$ cat config.mk
export PLATFORM = sky130hd
export DESIGN_NAME = fd_reg
export DESIGN_NICKNAME = d
export VERILOG_FILES = /design/src/rtl/fd_reg.sv
export SDC_FILE = /design/constraint.sdc
export NUM_CORES = 1
export LEC_CHECK = 0
export CAP_MARGIN = 20
export CELL_PAD_IN_SITES_DETAIL_PLACEMENT = 0
export CELL_PAD_IN_SITES_GLOBAL_PLACEMENT = 2
export CORE_MARGIN = 1.5
export CORE_UTILIZATION = 25
export CTS_BUF_LIST = sky130_fd_sc_hd__clkbuf_4 sky130_fd_sc_hd__clkbuf_8 sky130_fd_sc_hd__clkbuf_16
export CTS_CLUSTER_DIAMETER = 200
export DETAILED_ROUTE_END_ITERATION = 16
export PLACE_DENSITY = 0.94
export SLEW_MARGIN = 20
export SYNTH_ARGS = -nofsm -noshare
export SYNTH_HDL_FRONTEND = slang
export SYNTH_SLANG_ARGS = --single-unit
$ cat constraint.sdc
create_clock -name clk -period 1.39 [get_ports clk]
set_input_delay 0.139 -clock clk [delete_from_list [all_inputs] [get_ports clk]]
set_output_delay 0.139 -clock clk [all_outputs]
set_load 0.005 [all_outputs]
$ cat src/rtl/fd_reg.sv
// Fetch-to-Decode pipeline register: captures the fetched PC and instruction
// each cycle, holds them while the hazard unit stalls, reloads reset values.
module fd_reg #(
  parameter logic [31:0] PC_RESET    = 32'h0000_3000,
  parameter logic [31:0] INSTR_RESET = 32'h0000_0000
) (
  input  logic        clk,
  input  logic        reset,
  input  logic        halt,
  input  logic [31:0] f_pc,
  input  logic [31:0] f_instr,
  output logic [31:0] d_pc,
  output logic [31:0] d_instr
);

  logic [31:0] d_pc_q,    d_pc_d;
  logic [31:0] d_instr_q, d_instr_d;

  // A stall recirculates the current contents; otherwise the Fetch values advance.
  always_comb begin
    d_pc_d    = d_pc_q;
    d_instr_d = d_instr_q;
    if (!halt) begin
      d_pc_d    = f_pc;
      d_instr_d = f_instr;
    end
  end

  // NOTE: sequential state uses non-blocking assignments so every flop samples
  // the pre-edge values; the reset branch sits inside the clocked block and
  // ahead of the stall mux, so it is synchronous and overrides halt.
  always_ff @(posedge clk) begin
    if (!reset) begin
      d_pc_q    <= PC_RESET;
      d_instr_q <= INSTR_RESET;
    end else begin
      d_pc_q    <= d_pc_d;
      d_instr_q <= d_instr_d;
    end
  end

  assign d_pc    = d_pc_q;
  assign d_instr = d_instr_q;

endmodule

==> impl_metrics.toml <==
[global_routing]
overflow = 0
grt_usage_pct = 10.7
grt_pass1_vias = 1903
antenna_found_initial = 0
grt_max_degree = 65
grt_pass1_wl_um = 8670

[worst_hold_path]
hold_class = "primary input to flop"
hold_depth = 4
min_from = "halt"
min_to = "d_pc[13]"

[drt]
wl_per_cell_um = 11.8
initialDrtViolationCount = 26
post-route-drc-count = 0
final_antenna_net_count = 0
dr_total_vias = 1845
viasPerCell = 3.93
routed_wl_um = 5520
first_pass_iters = 3

[finish]
insertedDiodeCount = 0
finalNetCount = 403
final_util_pct = 42.9
area_growth_pct = 64.2
drive_above_1_share_pct = 5.59

[sta]
skew_ns = 0
slew_viol_final = 0
max_freq_mhz = 749
period_minus_slack_ns = 1.34
min_period_over_period_pct = 96.1
maxSlewHeadroom_pct = 83.5
worst_pin_slew_ns = 0.247
hold_violations = 0
setup_slack_ns = 0.0547
setup_viol_count_final = 0
fin_setup_tns_ns = 0
rsz0062_at_grt = "no"

[yosys]
synth.avg_cell_area_sq_um = 11.9
yosys_warnings = 0
synth.yosys.seq_area_share_pct = 52.4
yosys.cell_types.count = 8
syn_nets = 273
ys_ff_latch = 64
syn_inst = 206
netlist_area_sq_mm = 0.00245

[cts]
postCtsResizedCells = 0
htree_levels = 3
path_clk_slew_ns = 0.08
clkSinkCount = 64
ctsHoldBuffers = 0
cts-root-buf = "clkbuf_8"
tritoncts = "built"
cts_setup_buffers = 0
cts_buffers = 9
cts_buffer_depth = 2
clock_latency_ns = 0.31

[floorplanning]
rows = 35
die-area_sq_mm = 0.0104
die_x_um = 102
ioPinCount = 131
start_util_pct = 26.1
core-area_sq_mm = 0.00937
die_h_um = 102

[power_and_ir_drop]
ir_worst_vdd_mv = 0.390
power_leakage_uw = 0.00164
power_density_mw_per_mm2 = 1020

[placement]
dp_slack_ns = 0.226
io_buffers = 130
gp_congestion = 0.658
hpwl_um = 3780

[worst_setup_path]
critPathLaunchType = "flop"
cp_max_fo = 2
critPathKind = "flop to output port"
cp_num_buf_inv = 1
crit_arrival_ns = 1.20
timing.rr.start = "d_pc[9]"
startpoint = "d_pc[1]"
rr_endpoint = "d_pc[9]"
crit_chain = "clkdlybuf4s50_1"
required_ns = 1.25
worstSetupEndpointType = "output port"
reg2reg_slack_ns = 0.77
ff2ff_path_depth = 2
slowest_delay_ns = 0.52
crit_family = "buffers and inverters"
crit_path_top_delay_cell = "clkdlybuf4s50_1"

[outcome]
outcome = "completed"

[flow_run]
cap_viol_max_count = 0
-- registers in the layout, summed over array words and instances, names as in the netlist --
name     count
d_instr     32
d_pc        32
-- cell families after synthesis --
logic type,share of synthesized area (%)
DFF,52.4
and+or+nand+nor,16.2
buffers and inverters,5.27
muxes,26.2
-- cells in the mapped netlist (all sizes together) --
master	number	area, sq um
clkbuf	7	27.5
nand2	2	7.51
buf	7	101
dfxtp	64	1280
nor2b	62	388
mux2i	64	641
-- metal layers --
layer  vias up  wire, um  global-route usage, %
met3         7       523                   3.63
li1        934         -                      -
met2        82      2340                   15.9
met1       822      2600                   13.6
met5         -         0                      0
met4         0        58                   5.69
-- placed cells by master (no fill, tap or decap) --
cell type        count
buf_12               3
clkinvlp_4           1
nor2b_1             62
dfxtp_1             64
mux2i_1             64
clkdlybuf4s50_1    128
clkbuf_4             1
clkinv_2             2
nand2_1              2
buf_4                1
dlymetal6s2s_1       1
clkbuf_8            11
-- through the flow --
| step | total power [uW] | instance area [sq um] | hold WS [ns] | std cells |
|---|---|---|---|---|
| 2_1_floorplan | 2310 | 2450 | 0.264 | 206 |
| 3_3_place_gp | 2730 | 3840 | 0.466 | 454 |
| 3_5_place_dp | 2740 | 3840 | 0.467 | 454 |
| 4_1_cts | 4210 | 4010 | 0.337 | 469 |
| 5_1_grt | 4330 | 4020 | 0.366 | 469 |
| 6_report | 4110 | 4020 | 0.367 | 469 |
-- how the worst max path moves through the flow --
| stage | end | cells after the start |
|---|---|---|
| final | d_pc[1] | 1 |
| after global routing | d_pc[7] | 1 |
| after CTS | d_pc[31] | 1 |
| after detailed placement | d_pc[8] | 3 |
| after global placement | d_pc[8] | 3 |
| after floorplan | d_pc[12] | 4 |
-- final cells by class --
cell class | instances | area [sq um]
fillers | 963 | 5360
repair buffers | 133 | 1360
flip-flops and latches | 64 | 1280
multi-input cells | 128 | 1040
well taps | 129 | 161
clock buffers | 12 | 159
clock inverters | 3 | 17.5
-- report_power, final --
part	leakage [uW]	internal [uW]	switching (uW)
Combinational	0.00102	482	205
Clock	0.0000917	749	672
Sequential	0.000529	1940	54.4
Total	0.00164	3180	931
Note: power is estimated with default switching activity, not from simulation.
==> RTL edit 1 (same flow settings) <==
Reset style: asynchronous (`reset`), changed in one clocked block.
--- a/src/rtl/fd_reg.sv
+++ b/src/rtl/fd_reg.sv
@@ -29,7 +29,7 @@
   // NOTE: sequential state uses non-blocking assignments so every flop samples
   // the pre-edge values; the reset branch sits inside the clocked block and
   // ahead of the stall mux, so it is synchronous and overrides halt.
-  always_ff @(posedge clk) begin
+  always_ff @(posedge clk or negedge reset) begin
     if (!reset) begin
       d_pc_q    <= PC_RESET;
       d_instr_q <= INSTR_RESET;
Function: differs if reset is asserted again (counterexample within 4 cycles, from zero or initial values and one cycle with reset low); with reset held inactive, the same outputs for 10 cycles.
==> RTL edit 1 against the original RTL <==
  * Highest routed layer unchanged
  * Total power up 13%
  * Fmax down 0.47%
  * Worst setup slack worse by 0.0062 ns
  * Final area up 9.9%
  * Wire length grew 8.2%
  * Largest cell class is now flip-flops and latches
  * Sequential cell count unchanged
  * Synthesized area up 9.6%
  * Sequential share of layout area increased by 4.4 points
==> RTL edit 1: results <==
[logic_synthesis]
synth_mux_area_share_pct = 35.28
synth_cells = 135
ys_types = 6
yosys-top-cells-count = dfrtp_1, mux2_4, buf_12

[critical_path]
worstSetupStartpoint = d_instr[24]
reg2reg_from = d_instr[18]

[cells_and_area]
clockBufferCount = 13
drive_gt1_share_pct = 34.81
sh_seq_area_pct = 36.34
area_share_nonclk_buffers_pct = 34.35
final-clk-cell-share_pct = 4.025
multi_input_area_um2 = 945.9
biggestCellCategory = flip-flops and latches
fin_cells = 429
final_util_pct = 42.57

[routing]
first_iter_violations = 37
num_vias = 1677
dr.pass1.iters = 2

[worst_hold_path]
hold_class = input pin to asynchronous set/reset pin

[power]
leakage_nw = 2.165
vdd_drop_max_v = 0.0003591

[global_route]
grt_pass1_wl_mm = 9.404
grt_max_degree = 36
use_met2_pct = 15.84
grt_pass1_vias = 1826
use_met3_pct = 5.150

[placement]
dp_slack_ns = 0.2494
place_area_mm2 = 0.004069
place_hpwl_mm = 4.168

[timing]
tightestPinTransition_ns = 0.4293

[run_status]
status = completed

[clocking]
postCtsHoldBufs = 1
cts_resized = 2
[RTL edit 1: cell count changes after synthesis, sizes merged]
cell,change
nand2,-2
dfstp,+2
mux2i,-64
nor2b,-62
mux2,+64
clkbuf,-7
dfxtp,-64
dfrtp,+62
[RTL edit 1: worst paths after layout]
path	endpoint	slack (ns)	cells past startpoint
max in group asynchronous	d_pc[12]	0.64	3
hold / removal	d_instr[9]	0.37	3
min in group clk	d_pc[10]	0.38	3
setup reg to reg	d_instr[18]	0.51	2
setup / recovery	d_instr[24]	0.05	1
hold reg to reg	d_pc[17]	0.51	1
[RTL edit 1: power by group through the flow]
stage	clock network, mW	logic (mW)	registers [mW]
floorplan	0	0.379	2.20
global placement	0	1.01	2.19
detailed placement	0	1.02	2.19
CTS	1.52	1.02	2.16
global route	1.61	1.12	2.18
finish	1.43	1.04	2.16
[RTL edit 1: metal layers]
layer | vias up | share of wire, %
met3 | 6 | 10
li1 | 775 | -
met1 | 805 | 45
met2 | 91 | 44
met4 | 0 | 0.99
met5 | - | 0
==> RTL edit 2 (same settings) <==
Without the edit above. Set the parameter `PC_RESET` to 32'h00002000 (it was 32'h0000_3000).
--- a/src/rtl/fd_reg.sv
+++ b/src/rtl/fd_reg.sv
@@ -1,7 +1,7 @@
 // Fetch-to-Decode pipeline register: captures the fetched PC and instruction
 // each cycle, holds them while the hazard unit stalls, reloads reset values.
 module fd_reg #(
-  parameter logic [31:0] PC_RESET    = 32'h0000_3000,
+  parameter logic [31:0] PC_RESET    = 32'h00002000,
   parameter logic [31:0] INSTR_RESET = 32'h0000_0000
 ) (
   input  logic        clk,
Behaviour: not the same (Yosys sat finds a counterexample within 4 cycles, from zero or initial values and one cycle with reset low).
==> RTL edit 2 against the original RTL <==
  * Wire length grew 5.3%
  * Worst setup slack gained 0.013 ns
  * Final area grew 0.69%
  * Worst hold slack lost 0.097 ns
  * Total power grew 5.7%
  * Clock skew is the same
  * Synthesized area grew 0.10%
  * Core utilization grew 0.29 points
  * Sequential cell count is the same
  * Largest cell class unchanged
==> RTL edit 2: results <==
[run_status]
status = completed

[power]
intPower_mw = 3.384
combPwrFrac_pct = 15.9
vdd_drop_max_v = 0.0003698
leakage_nw = 1.693
pwr-share-seq_pct = 46.0

[cells_and_area]
sh_seq_area_pct = 31.68
multi_input_area_mm2 = 0.001039
fin_nets = 404
drive_gt1_share_pct = 6.433
final-clk-cell-share_pct = 5.105
clockBufferCount = 13
area_share_nonclk_buffers_pct = 33.54

[logic_synthesis]
synthTopCellsByArea = dfxtp_1, mux2i_1, nor2b_1
yosysSeqAreaShare_pct = 52.32
synth_mux_area_share_pct = 26.16
yosys-top-cells-count = dfxtp_1, mux2i_1, nor2b_1

[placement]
gp_congestion = 0.6872
place_area_mm2 = 0.003830
dp_slack_ns = 0.4159

[routing]
wl_met1_mm = 2.700
dr.pass1.iters = 2
first_iter_violations = 29
num_vias = 1859
drt-total-wl_mm = 5.814
wl_met3_um = 562
route.met2.wl_mm = 2.478

[global_route]
grt_pass1_wl_mm = 8.997
use_met2_pct = 16.61
grt_use_met1_pct = 13.83
grt_use_total_pct = 11.22
grt_pass1_vias = 1832
grt_max_degree = 37
use_met3_pct = 4.925

[critical_path]
reg2reg_from = d_instr[19]
worstSetupStartpoint = d_pc[15]
cpPeakStageDelay_ns = 0.52
worst-path-max-fanout = 2

[timing]
fmax_ghz = 0.7563

[worst_hold_path]
hold_depth = 3
worstHoldStart = reset
RTL edit 2: changes by cell type after synthesis:
| cell | unedited run | this run |
|---|---|---|
| nand2_1 | 2 | 1 |
| nor2b_1 | 62 | 63 |
RTL edit 2: kinds of logic (layout without fill, tap and decap cells):
| logic type | count (synthesis) | count (layout) |
|---|---|---|
| and+or+nand+nor | 64 | 64 |
| muxes | 64 | 64 |
| buffers and inverters | 14 | 150 |
| DFF | 64 | 64 |
RTL edit 2: worst paths after layout:
| check | endpoint | slack, ns |
|---|---|---|
| hold reg to reg | d_pc[13] | 0.49 |
| hold / removal | d_pc[13] | 0.27 |
| setup reg to reg | d_instr[19] | 0.76 |
| setup / recovery | d_pc[15] | 0.07 |
RTL edit 2: through the flow:
stage               power (mW)  utilization (%)  cells
finish                   4.340            43.15    471
floorplan                2.310                -    206
detailed placement       2.735            40.87    455
global placement         2.725            40.87    455
CTS                      4.437            43.07    471
global route             4.570            43.15    471
